$ cat src/rtl/servo_pwm_capture_pkg.sv
// Shared definitions for the servo PWM capture block.
// Holds the default timing constants (also used by the servo PWM generator)
// and the capture FSM state type.
package servo_pwm_capture_pkg;

   localparam int unsigned DEF_CLK_DIV    = 100;    // fabric cycles per 1 us tick
   localparam int unsigned DEF_CNT_W      = 16;     // width of us counters/results
   localparam int unsigned DEF_TIMEOUT_US = 50000;  // us without closing edge -> lost
   localparam int unsigned DEF_MIN_US     = 500;    // smallest legal pulse (inclusive)
   localparam int unsigned DEF_MAX_US     = 2500;   // largest legal pulse (inclusive)

   typedef enum logic [1:0] {
      ST_IDLE = 2'd0,
      ST_HIGH = 2'd1,
      ST_LOW  = 2'd2
   } cap_state_e;

endpackage

$ cat src/rtl/servo_pwm_capture_sync.sv
// 2-FF synchronizer for the asynchronous PWM pin plus a 1-cycle edge detector.
// Ports:
//   clk     in  fabric clock
//   rst_n   in  asynchronous active-low reset
//   pwm_in  in  raw asynchronous PWM pin
//   rise_c  out combinational 1-cycle strobe on a synchronized rising edge
//   fall_c  out combinational 1-cycle strobe on a synchronized falling edge
module pwm_in_sync (
   input  logic clk,
   input  logic rst_n,
   input  logic pwm_in,
   output logic rise_c,
   output logic fall_c
);

   // sh[0] metastable stage, sh[1] synchronized level, sh[2] previous level
   logic [2:0] sh;

   always_ff @(posedge clk or negedge rst_n) begin
      if (!rst_n) begin
         sh <= 3'b000;
      end else begin
         sh <= {sh[1:0], pwm_in};
      end
   end

   // Both edges take the same path, so measured widths are not skewed
   assign rise_c =  sh[1] & ~sh[2];
   assign fall_c = ~sh[1] &  sh[2];

endmodule

$ cat src/rtl/servo_pwm_capture.sv
// Servo/RC PWM capture: measures high-pulse width and rising-to-rising period
// in whole microseconds using an internally derived 1 us timebase.
// Ports:
//   clk_100m    in   fabric clock (sole clock)
//   rst_n       in   asynchronous active-low reset
//   pwm_in      in   asynchronous PWM input from pin
//   pulse_us    out  last measured high width, us
//   period_us   out  last measured period, us
//   meas_valid  out  1-cycle strobe: pulse_us/period_us updated
//   range_err   out  pulse_us outside [MIN_US, MAX_US], updated with meas_valid
//   signal_lost out  no valid measurement since reset or timeout
module servo_pwm_capture
   import servo_pwm_capture_pkg::*;
#(
   parameter int unsigned CLK_DIV    = DEF_CLK_DIV,
   parameter int unsigned CNT_W      = DEF_CNT_W,
   parameter int unsigned TIMEOUT_US = DEF_TIMEOUT_US,
   parameter int unsigned MIN_US     = DEF_MIN_US,
   parameter int unsigned MAX_US     = DEF_MAX_US
) (
   input  logic             clk_100m,
   input  logic             rst_n,
   input  logic             pwm_in,
   output logic [CNT_W-1:0] pulse_us,
   output logic [CNT_W-1:0] period_us,
   output logic             meas_valid,
   output logic             range_err,
   output logic             signal_lost
);

   localparam int unsigned PRE_W = (CLK_DIV > 1) ? $clog2(CLK_DIV) : 1;

   logic             rise_c;
   logic             fall_c;
   logic             tick_c;
   logic [PRE_W-1:0] presc;
   logic [CNT_W-1:0] hi_cnt;
   logic [CNT_W-1:0] per_cnt;
   logic [CNT_W-1:0] hold;
   logic [CNT_W-1:0] hi_next_c;
   logic [CNT_W-1:0] per_next_c;
   logic             timeout_c;
   cap_state_e       state;

   pwm_in_sync u_sync (
      .clk    (clk_100m),
      .rst_n  (rst_n),
      .pwm_in (pwm_in),
      .rise_c (rise_c),
      .fall_c (fall_c)
   );

   // Counts including this cycle's tick, so a result is floor(cycles/CLK_DIV)
   assign tick_c     = (presc == PRE_W'(CLK_DIV - 1));
   assign hi_next_c  = hi_cnt + CNT_W'(tick_c);
   assign per_next_c = per_cnt + CNT_W'(tick_c);
   // >= keeps the counter bounded even if an edge deferred the exact match
   assign timeout_c  = (per_next_c >= CNT_W'(TIMEOUT_US));

   // Prescaler, restarted on every rising edge so the period aligns to it
   always_ff @(posedge clk_100m or negedge rst_n) begin
      if (!rst_n) begin
         presc <= '0;
      end else if (rise_c || tick_c) begin
         presc <= '0;
      end else begin
         presc <= presc + PRE_W'(1);
      end
   end

   // Measurement FSM with registered outputs; edges take priority over timeout
   always_ff @(posedge clk_100m or negedge rst_n) begin
      if (!rst_n) begin
         state       <= ST_IDLE;
         hi_cnt      <= '0;
         per_cnt     <= '0;
         hold        <= '0;
         pulse_us    <= '0;
         period_us   <= '0;
         meas_valid  <= 1'b0;
         range_err   <= 1'b0;
         signal_lost <= 1'b1;
      end else begin
         meas_valid <= 1'b0;
         unique case (state)
            ST_IDLE: begin
               if (rise_c) begin
                  state   <= ST_HIGH;
                  hi_cnt  <= '0;
                  per_cnt <= '0;
               end
            end
            ST_HIGH: begin
               if (fall_c) begin
                  state   <= ST_LOW;
                  hold    <= hi_next_c;
                  per_cnt <= per_next_c;
               end else if (timeout_c) begin
                  state       <= ST_IDLE;
                  signal_lost <= 1'b1;
               end else begin
                  hi_cnt  <= hi_next_c;
                  per_cnt <= per_next_c;
               end
            end
            ST_LOW: begin
               if (rise_c) begin
                  state       <= ST_HIGH;
                  pulse_us    <= hold;
                  period_us   <= per_next_c;
                  meas_valid  <= 1'b1;
                  range_err   <= (hold < CNT_W'(MIN_US)) || (hold > CNT_W'(MAX_US));
                  signal_lost <= 1'b0;
                  hi_cnt      <= '0;
                  per_cnt     <= '0;
               end else if (timeout_c) begin
                  state       <= ST_IDLE;
                  signal_lost <= 1'b1;
               end else begin
                  per_cnt <= per_next_c;
               end
            end
            default: begin
               state <= ST_IDLE;
            end
         endcase
      end
   end

endmodule

$ cat config.mk
export PLATFORM = sky130hd
export DESIGN_NAME = servo_pwm_capture
export DESIGN_NICKNAME = d
export VERILOG_FILES = /design/src/rtl/servo_pwm_capture_pkg.sv /design/src/rtl/servo_pwm_capture_sync.sv /design/src/rtl/servo_pwm_capture.sv
export SDC_FILE = /design/constraint.sdc
export NUM_CORES = 1
export LEC_CHECK = 0
export CAP_MARGIN = 20
export CORE_MARGIN = 2
export CORE_UTILIZATION = 45
export CTS_CLUSTER_DIAMETER = 120
export DETAILED_ROUTE_END_ITERATION = 7
export GPL_ROUTABILITY_DRIVEN = 0
export GPL_TIMING_DRIVEN = 0
export SETUP_SLACK_MARGIN = 0.02
export SLEW_MARGIN = 20
export SYNTH_ARGS = -nofsm -noshare
export SYNTH_HDL_FRONTEND = slang
export SYNTH_SLANG_ARGS = --single-unit
export TNS_END_PERCENT = 1
$ cat constraint.sdc
create_clock -name clk_100m -period 6.7 [get_ports clk_100m]
set_input_delay 1.005 -clock clk_100m [delete_from_list [all_inputs] [get_ports clk_100m]]
set_output_delay 1.005 -clock clk_100m [all_outputs]
set_load 0.03 [all_outputs]
==> metrics.txt, run 1 <==
Worst EP required=6980 ps; clock transition at the registers of the reported paths=90 ps; arrival time of data at the critical path endpoint=4050 ps; commonest non-fill, non-tap cells in the layout=dfrtp_1, nand2_1, o21ai_0; Worst Path Max Fanout=9; post-synthesis to final-layout area growth=15.8%; Layout Skew=10.1 ps; cell types with the largest area share after synthesis=dfrtp_1, o21ai_0, mux2_2; via count=3836; CP Launch Type=flip-flop; Max Cap Violations=0; Setup CP Type=reg2reg; y dimension of the die=~110 um; TritonCTS Buffers=9; effective utilization at floorplan=45.7%; post-layout total power=1.49 mW; average vias per placed instance=~5.6; mean instance size in the synthesized netlist=10.0 sq um; max frequency=265 MHz; drt total wl=11000 um; worst slew pin tran=between 700 and 800 ps; fraction of layout cells with a size suffix above 1=12.8%; area share of the largest cell type after synthesis=48.1%; Die Footprint=between 10000 and 15000 sq um; Max-slew headroom=48.2%; class of the worst hold path=reg2reg; cell at the root of the clock tree=clkbuf_8; share of synthesized flip-flops with an asynchronous set or reset=100%; Mapped Cells=487; number of endpoints failing setup at the final stage=0; P per Cell Area=264 nW/um^2; TritonCTS clock tree=yes; Final min period=3770 ps; number of distinct library cell variants in the gate-level netlist after synthesis=62; CTS Hold Bufs=0; Sinks on Clock Net=95; postcts setup bufs=0; post-DP HPWL=about 7900 um; core outline area=10700 sq um; CTS H-tree lvls=3; pin count of the biggest net entering global routing=68; global-route wire length before repair=around 19000 um; Post-Synthesis Net Count=499; leakage component of the power=2.43 nW; Resized cells post-CTS=0; die width=108 um; IO Pins=38; antenna diode count=0; Seq/Total Area, Yosys=48.7%; cell taking the most area after synthesis=dfrtp_1; Top FF cell, synth=dfrtp_1; num rows=38; Overflow after GRT=0; DRC violations left=0; Wirelength per Cell=16.2 um; register-to-register setup slack=about 2900 ps; Hold Vio Cnt, Final=0; clk_lat worst skew=380 ps; setup repair after global routing missed its margin=false; CTS Buffer Depth=2; violation count after the first detailed-routing iteration=229; router iterations before antenna repair=4; number of flip-flops and latches in the synthesized netlist=95; Final ANT Viol Nets=0; antenna violations before repair=0; status=complete, no violations; buffers added on ports=37; max-slew violation count=0; Synth Cell Area=4890 sq um; kind of end point of the critical path=flip-flop; most common cell after layout, fill and taps aside=dfrtp_1; GRT Util Overall=20.6%; via count of the first global-routing pass=3636; EDFF count, synth=0; nets=548; number of warning messages in the yosys log=0; Tcrit/Tclk final=between 50% and 60%; final total negative setup slack=0 ps; Max VDD drop=0.000134 V
worst max-delay path, stage by stage, from the launching register on:
cell	delay [ps]
dfrtp_1	390
ha_1	220
nand2_1	80
nor4_1	650
ha_1	400
and4_1	330
nand4_1	130
xor2_1	330
o311a_4	320
a21oi_2	150
or2_1	250
buf_4	170
o32ai_2	240
state kept, by name, summed over array words and instances, names as in the netlist:
register / flops
period_us: 16
signal_lost: 1
per_cnt: 16
state: 2
range_err: 1
hold: 16
pulse_us: 16
meas_valid: 1
presc: 7
u_sync.sh: 3
hi_cnt: 16
final timing paths:
path / from / endpoint / cells after the start
max: presc[0]$_DFF_PN0_ / per_cnt[3]$_DFFE_PN0P_ / 12
min: u_sync.sh[0]$_DFF_PN0_ / u_sync.sh[1]$_DFF_PN0_ / 0
max reg2reg: presc[0]$_DFF_PN0_ / per_cnt[3]$_DFFE_PN0P_ / 12
min reg2reg: u_sync.sh[0]$_DFF_PN0_ / u_sync.sh[1]$_DFF_PN0_ / 0
max in group asynchronous: rst_n / signal_lost$_DFFE_PN1P_ / 2
min in group asynchronous: rst_n / pulse_us[12]$_DFFE_PN0P_ / 1
synth_stat cells (3+ instances only):
cell,number
dfrtp_1,94
clkbuf_1,13
inv_1,6
or3_1,3
a31oi_1,12
nand2_1,57
o31ai_1,19
mux2_2,19
nor2_1,34
nand2b_1,9
nand4_1,6
nand3_1,20
and3_1,10
nor3_1,6
o21ai_0,45
a21o_1,8
buf_2,5
a211oi_1,10
xnor2_1,18
xor2_1,11
or2_2,6
o32ai_2,3
ha_1,9
a21oi_1,8
and4_1,3
kinds of logic (layout without fill, tap and decap cells):
| kind of cell | after synthesis | count (layout) | share of synthesized area [%] |
|---|---|---|---|
| simple gates | 171 | 171 | 17.3 |
| compound gates | 131 | 131 | 18.6 |
| flops | 95 | 95 | 48.7 |
| buf+inv | 32 | 86 | 3.10 |
| xor+xnor | 29 | 29 | 5.20 |
| mux | 20 | 20 | 4.84 |
| fa+ha+maj | 9 | 9 | 2.30 |
through the flow:
stage / setup WS (ps) / std cells / hold slack, ps / util (%) / instance area [sq um]
after floorplan: 3680 / 487 / 331 / - / 4890
final: 2930 / 681 / 356 / 52.9 / 5660
after CTS: 2850 / 681 / 361 / 52.9 / 5660
after global routing: 2560 / 681 / 363 / 52.9 / 5660
after global placement: 1050 / 664 / 336 / 50.8 / 5430
after detailed placement: 2870 / 665 / 339 / 51.1 / 5460
per-layer routing:
layer	global-route usage [%]	share of wire, %
met5	0	0
met4	7.05	1.6
met3	4.70	3.9
met2	30.2	45
met1	30.1	49
layout make-up:
type	count	area (sq um)
inverter	6	22.5
clock inverter	5	65.1
timing repair buffer	38	399
fill	1014	5040
multi-input combinational	360	2360
buffer	26	129
tap	140	175
sequential	95	2380
clock buffer	11	131
power breakdown:
part / total, mW / leakage [nW] / internal [mW] / switching [mW]
combinational: 0.467 / 1.03 / 0.149 / 0.318
sequential: 0.633 / 1.30 / 0.608 / 0.0257
clock: 0.391 / 0.0985 / 0.177 / 0.214
Note: power is estimated with default switching activity, not from simulation.
==> run 2: changes to the inputs <==
--- a/config.mk
+++ b/config.mk
@@ -12,6 +12,7 @@
 export DETAILED_ROUTE_END_ITERATION = 7
 export GPL_ROUTABILITY_DRIVEN = 0
 export GPL_TIMING_DRIVEN = 0
+export PLACE_DENSITY = 0.67
 export SETUP_SLACK_MARGIN = 0.02
 export SLEW_MARGIN = 20
 export SYNTH_ARGS = -nofsm -noshare
==> constraint.sdc (replaced) <==
create_clock -name clk_100m -period 3 [get_ports clk_100m]
set_input_delay 0.45 -clock clk_100m [delete_from_list [all_inputs] [get_ports clk_100m]]
set_output_delay 0.45 -clock clk_100m [all_outputs]
set_load 0.03 [all_outputs]
==> metrics.txt, run 2 (synthesis gave the netlist of run 1 again) <==
DRC violations left=0 (unchanged); Layout Skew=12.7 ps (+2.64 ps); fraction of layout cells with a size suffix above 1=23.1% (+10 points); Max VDD drop=0.000303 V (+130%); Max-slew headroom=54.5% (+6.3 points); Worst EP required=3260 ps (-3720 ps); cell type of the slowest stage on the worst timing path=dfrtp_1; post-DP HPWL=7610 um (-3.2%); Max Cap Violations=0 (unchanged); global-route wire length before repair=18600 um (-0.18%); Worst Path Max Fanout=10 (+1); average vias per placed instance=5.58 (-0.92%); num rows=38 (unchanged); max frequency=332 MHz (+25%); buffers added on ports=37 (unchanged); CTS Buffer Depth=2 (unchanged); largest stage delay on the critical path=410 ps (-240 ps); hold path endpoint=u_sync.sh[1]$_DFF_PN0_; WP depth=13 (+1); violated checks=negative setup slack; CP delay by family, top=compound AO/OA/AOI/OAI gates; effective utilization at floorplan=45.7% (unchanged); setup repair after global routing missed its margin=true; Finished Cell Area=6180 sq um (+9.2%); die width=108 um (unchanged); critical register-to-register path endpoint=hi_cnt[9]$_DFFE_PN0P_; P per Cell Area=566 nW/um^2 (+110%); antenna diode count=0 (unchanged); pin count of the biggest net entering global routing=50 (-26%); max-slew violation count=0 (unchanged); Critical R2R Launch=presc[1]$_DFF_PN0_; status=finished, violations left; class of the worst hold path=reg2reg; Final min period=3010 ps (-758 ps); IO Pins=38 (unchanged); violation count after the first detailed-routing iteration=262 (+14%); number of endpoints failing setup at the final stage=5 (+5); Hold Vio Cnt, Final=0 (unchanged); cell at the root of the clock tree=clkbuf_8; GRT Util Overall=20.3% (-0.31 points); Wirelength per Cell=16.3 um (+0.72%); TritonCTS Buffers=9 (unchanged); pre-CTS setup slack=-547 ps (-3420 ps); clock transition at the registers of the reported paths=100 ps (about the same); router iterations before antenna repair=5 (+1); worst slew pin tran=682 ps (-87.0 ps); most common cell after layout, fill and taps aside=dfrtp_1; register-to-register setup slack=-10 ps (-2940 ps); crit path cell chain=ha_4 -> nand2_4 -> nor4_4 -> ha_2 -> and4_1 -> buf_6 -> and3_4 -> o21a_1 -> o311a_4 -> a21boi_4 -> buf_8 -> o31ai_2 -> o41ai_2; post-synthesis to final-layout area growth=26.4%; beginning of the worst hold path=u_sync.sh[0]$_DFF_PN0_; clk_lat worst skew=380 ps (about the same); Worst R2R Path Depth=13 (+1); leakage component of the power=2.64 nW (+8.7%); kind of end point of the critical path=flip-flop; core outline area=10700 sq um (unchanged); nets=578 (+5.5%); arrival time of data at the critical path endpoint=3270 ps (-780 ps); CTS H-tree lvls=3 (unchanged); commonest non-fill, non-tap cells in the layout=dfrtp_1, nand2_1, o21ai_0; crit path buf inv count=2 (+1); Tcrit/Tclk final=100% (+44 points); via count of the first global-routing pass=3646 (+0.28%); TritonCTS clock tree=yes; via count=3968 (+3.4%); antenna violations before repair=0 (unchanged); count of fill cells added during filler insertion=924 (-8.9%); post-route setup slack=-9.77 ps (-2940 ps); hold path cells=0 (unchanged); y dimension of the die=108 um (unchanged); Die Footprint=11700 sq um (unchanged); Overflow after GRT=0 (unchanged); Sinks on Clock Net=95 (unchanged); drt total wl=11600 um (+5.2%); footprint of the multi-input gates=2610 sq um (+11%); Final ANT Viol Nets=0 (unchanged); storage element area=2380 sq um (unchanged); post-detailed-placement cell area=5470 sq um (+0.11%); Setup CP Type=reg2reg; CP Launch Type=flip-flop
-- run 2: layer usage --
metal,vias to the layer above,track usage [%],part of all wire (%)
li1,1922,-,-
met1,1926,29.2,47
met2,105,31.4,47
met3,15,2.41,4.6
met4,0,8.06,1.8
met5,-,0,0
-- run 2: cell type report --
class | count | area share, %
inverter | 6 | 0.365
clock inverter | 6 | 1.24
clock buffer | 10 | 2.07
timing repair buffer | 69 | 10.4
sequential | 95 | 38.5
buffer | 25 | 2.35
multi-input combinational | 360 | 42.3
tap | 140 | 2.84
-- run 2: metrics by stage --
stage                     utilization [%]  TNS, ps  cells  power, mW  hold WS (ps)
after global routing                 57.8    -2000    711       3.68           376
after floorplan                         -        0    487       2.14           154
after CTS                            55.2        0    697       3.43           365
after global placement               50.8  -200540    664       2.45           333
after detailed placement             51.1   -15450    665       2.47           342
final                                57.8    -20.7    711       3.50           362
-- run 2: worst max path at each step --
stage	to	slack (ps)	start
finish	hi_cnt[9]$_DFFE_PN0P_	-10	presc[1]$_DFF_PN0_
global route	state[0]$_DFFE_PN0P_	-120	presc[1]$_DFF_PN0_
CTS	per_cnt[3]$_DFFE_PN0P_	20	presc[0]$_DFF_PN0_
detailed placement	per_cnt[3]$_DFFE_PN0P_	-550	presc[0]$_DFF_PN0_
global placement	presc[5]$_DFF_PN0_	-1980	rst_n
floorplan	hi_cnt[14]$_DFFE_PN0P_	90	presc[0]$_DFF_PN0_
-- run 2: where the power goes --
group | leakage (nW) | total [mW] | internal (mW) | switching [mW]
Sequential | 1.30 | 1.42 | 1.36 | 0.0676
Clock | 0.104 | 0.907 | 0.403 | 0.505
Combinational | 1.24 | 1.16 | 0.394 | 0.771
-- run 2: timing repair --
action | in CTS | in global routing
hold buffers | 1 | 0
cloned | 0 | 0
setup buffers | 16 | 14
pin swaps | 8 | 16
resized for setup | 20 | 42
endpoints found under the setup margin | 40 | 38
hold endpoints to repair | 11 | 0
==> run 3: changes to the inputs <==
--- a/config.mk
+++ b/config.mk
@@ -12,6 +12,8 @@
 export DETAILED_ROUTE_END_ITERATION = 7
 export GPL_ROUTABILITY_DRIVEN = 0
 export GPL_TIMING_DRIVEN = 0
+export HOLD_SLACK_MARGIN = 0.1
+export MAX_ROUTING_LAYER = met4
 export PLACE_DENSITY = 0.67
 export SETUP_SLACK_MARGIN = 0.02
 export SLEW_MARGIN = 20
==> metrics.txt, run 3 (synthesis gave the netlist of run 1 again) <==
violated checks=negative setup slack; num rows=38 (unchanged); die width=108 um (unchanged); arrival time of data at the critical path endpoint=3270 ps (about the same); number of instances in the placed design=665 (unchanged); storage element area=2380 sq um (unchanged); Setup CP Type=reg2reg; kind of end point of the critical path=flip-flop; number of endpoints failing setup at the final stage=5 (unchanged); CTS Buffer Depth=2 (unchanged); worst hold slack=362 ps (+0.0240 ps); last element of the critical path=hi_cnt[9]$_DFFE_PN0P_; setup repair after global routing missed its margin=true; post-route setup slack=-22.4 ps (-12.6 ps); commonest non-fill, non-tap cells in the layout=dfrtp_1, nand2_1, o21ai_0; Critical R2R Launch=presc[1]$_DFF_PN0_; Die Footprint=11700 sq um (unchanged); violation count after the first detailed-routing iteration=253 (-3.4%); Max Cap Violations=0 (unchanged); Max-slew headroom=53.9% (-0.63 points); Wirelength per Cell=16.3 um (-0.19%); Logic pwr share=33.3% (about the same); P per Cell Area=565 nW/um^2 (about the same); via count of the first global-routing pass=3645 (-0.027%); Sinks on Clock Net=95 (unchanged); Worst R2R Path Depth=13 (unchanged); WP depth=13 (unchanged); Final ANT Viol Nets=0 (unchanged); count of fill cells added during filler insertion=924 (unchanged); average vias per placed instance=5.58 (about the same); global-route wire length before repair=18500 um (-0.11%); clock transition at the registers of the reported paths=100 ps (about the same); switching power of the nets=1.34 mW (-0.20%); largest stage delay on the critical path=420 ps (about the same); part of the total power dissipated in the clock network=25.9% (about the same); leakage component of the power=2.64 nW (unchanged); post-DP HPWL=7610 um (unchanged); status=finished, violations left; TritonCTS Buffers=9 (unchanged); Worst Path Max Fanout=10 (unchanged); most common cell after layout, fill and taps aside=dfrtp_1; max-slew violation count=0 (unchanged); core outline area=10700 sq um (unchanged); via count=3970 (+0.050%); DRC violations left=0 (unchanged); part of the total power dissipated in sequential elements=40.8% (about the same); GRT Util Overall=20.9% (+0.58 points); pin count of the biggest net entering global routing=50 (unchanged); pre-CTS setup slack=-547 ps (unchanged); clk_lat worst skew=380 ps (about the same); internal power=2.15 mW (about the same); IO Pins=38 (unchanged); buffers added on ports=37 (unchanged); Worst setup startpoint=presc[1]$_DFF_PN0_; antenna diode count=0 (unchanged); Layout Skew=13.1 ps (+0.380 ps); Final min period=3020 ps (+12.6 ps); net switching share of the total power=38.4% (-0.044 points); register-to-register setup slack=-20 ps (about the same); cell at the root of the clock tree=clkbuf_8; post-synthesis to final-layout area growth=26.4% (unchanged); crit path cell chain=ha_4 -> nand2_4 -> nor4_4 -> ha_2 -> and4_1 -> buf_6 -> and3_4 -> o21a_1 -> o311a_4 -> a21boi_4 -> buf_8 -> o31ai_2 -> o41ai_2; class of the worst hold path=reg2reg; utilization after layout=57.8% (unchanged); antenna violations before repair=0 (unchanged); router iterations before antenna repair=5 (unchanged); cell type of the slowest stage on the worst timing path=dfrtp_1; drt total wl=11600 um (-0.19%); Tcrit/Tclk final=101% (+0.42 points); CP Launch Type=flip-flop; footprint of the multi-input gates=2610 sq um (unchanged); Overflow after GRT=0 (unchanged); fraction of layout cells with a size suffix above 1=23.1% (unchanged); Max VDD drop=0.000303 V (about the same); worst slew pin tran=692 ps (+9.50 ps); CTS H-tree lvls=3 (unchanged); TritonCTS clock tree=yes; Hold Vio Cnt, Final=0 (unchanged); effective utilization at floorplan=45.7% (unchanged); Worst EP required=3250 ps (about the same); post-layout total power=3.49 mW (about the same); max frequency=331 MHz (-0.42%); final cell count without fillers=711 (unchanged); critical register-to-register path endpoint=hi_cnt[9]$_DFFE_PN0P_; CP delay by family, top=compound AO/OA/AOI/OAI gates; y dimension of the die=108 um (unchanged); crit path buf inv count=2 (unchanged); nets=578 (unchanged)
run 3: cell counts in the layout (fill, tap and decap cells not counted):
No cell type changed its count.
run 3: metrics by stage:
| stage | setup TNS [ps] | area (sq um) |
|---|---|---|
| floorplan | 0 | 4890 |
| global placement | -200540 | 5440 |
| detailed placement | -15450 | 5470 |
| CTS | 0 | 5910 |
| global route | -2000 | 6180 |
| finish | -42.4 | 6180 |
run 3: what timing repair did:
item	4_1_cts	5_1_grt
hold buffers	1	0
pin swaps	8	16
endpoints found under the hold margin	46	0
resized for setup	20	42
setup buffers	16	14
endpoints found under the setup margin	40	38
run 3: how the worst min path moves through the flow:
stage	endpoint	start	cells after the start	slack (ps)
after CTS	u_sync.sh[1]$_DFF_PN0_	u_sync.sh[0]$_DFF_PN0_	0	370
after floorplan	hi_cnt[0]$_DFFE_PN0P_	rst_n	0	150
after detailed placement	u_sync.sh[1]$_DFF_PN0_	u_sync.sh[0]$_DFF_PN0_	0	340
after global placement	u_sync.sh[1]$_DFF_PN0_	u_sync.sh[0]$_DFF_PN0_	0	330
final	u_sync.sh[1]$_DFF_PN0_	u_sync.sh[0]$_DFF_PN0_	0	360
after global routing	u_sync.sh[1]$_DFF_PN0_	u_sync.sh[0]$_DFF_PN0_	0	380
run 3: power groups by stage:
stage | registers, mW | logic, mW | clock network (mW)
after floorplan | 1.52 | 0.619 | 0
after global placement | 1.44 | 1.01 | 0
after detailed placement | 1.44 | 1.03 | 0
after CTS | 1.42 | 1.10 | 0.919
after global routing | 1.44 | 1.27 | 0.974
final | 1.42 | 1.16 | 0.905
run 3: final cells by class:
cell class,count,area share [%]
Sequential cell,95,38.5
Multi-Input combinational cell,360,42.3
Timing Repair Buffer,69,10.4
Buffer,25,2.35
Inverter,6,0.365
Clock inverter,6,1.24
Tap cell,140,2.84
Clock buffer,10,2.07
run 3: layer usage:
| metal | part of all wire [%] | wire, um | vias to the layer above | track usage (%) |
|---|---|---|---|---|
| met1 | 47 | 5450 | 1930 | 29.1 |
| met3 | 4.2 | 486 | 12 | 2.41 |
| met2 | 47 | 5450 | 106 | 31.4 |
| met5 | 0 | 0 | - | - |
| li1 | - | - | 1922 | - |
| met4 | 1.6 | 187 | 0 | 8.06 |
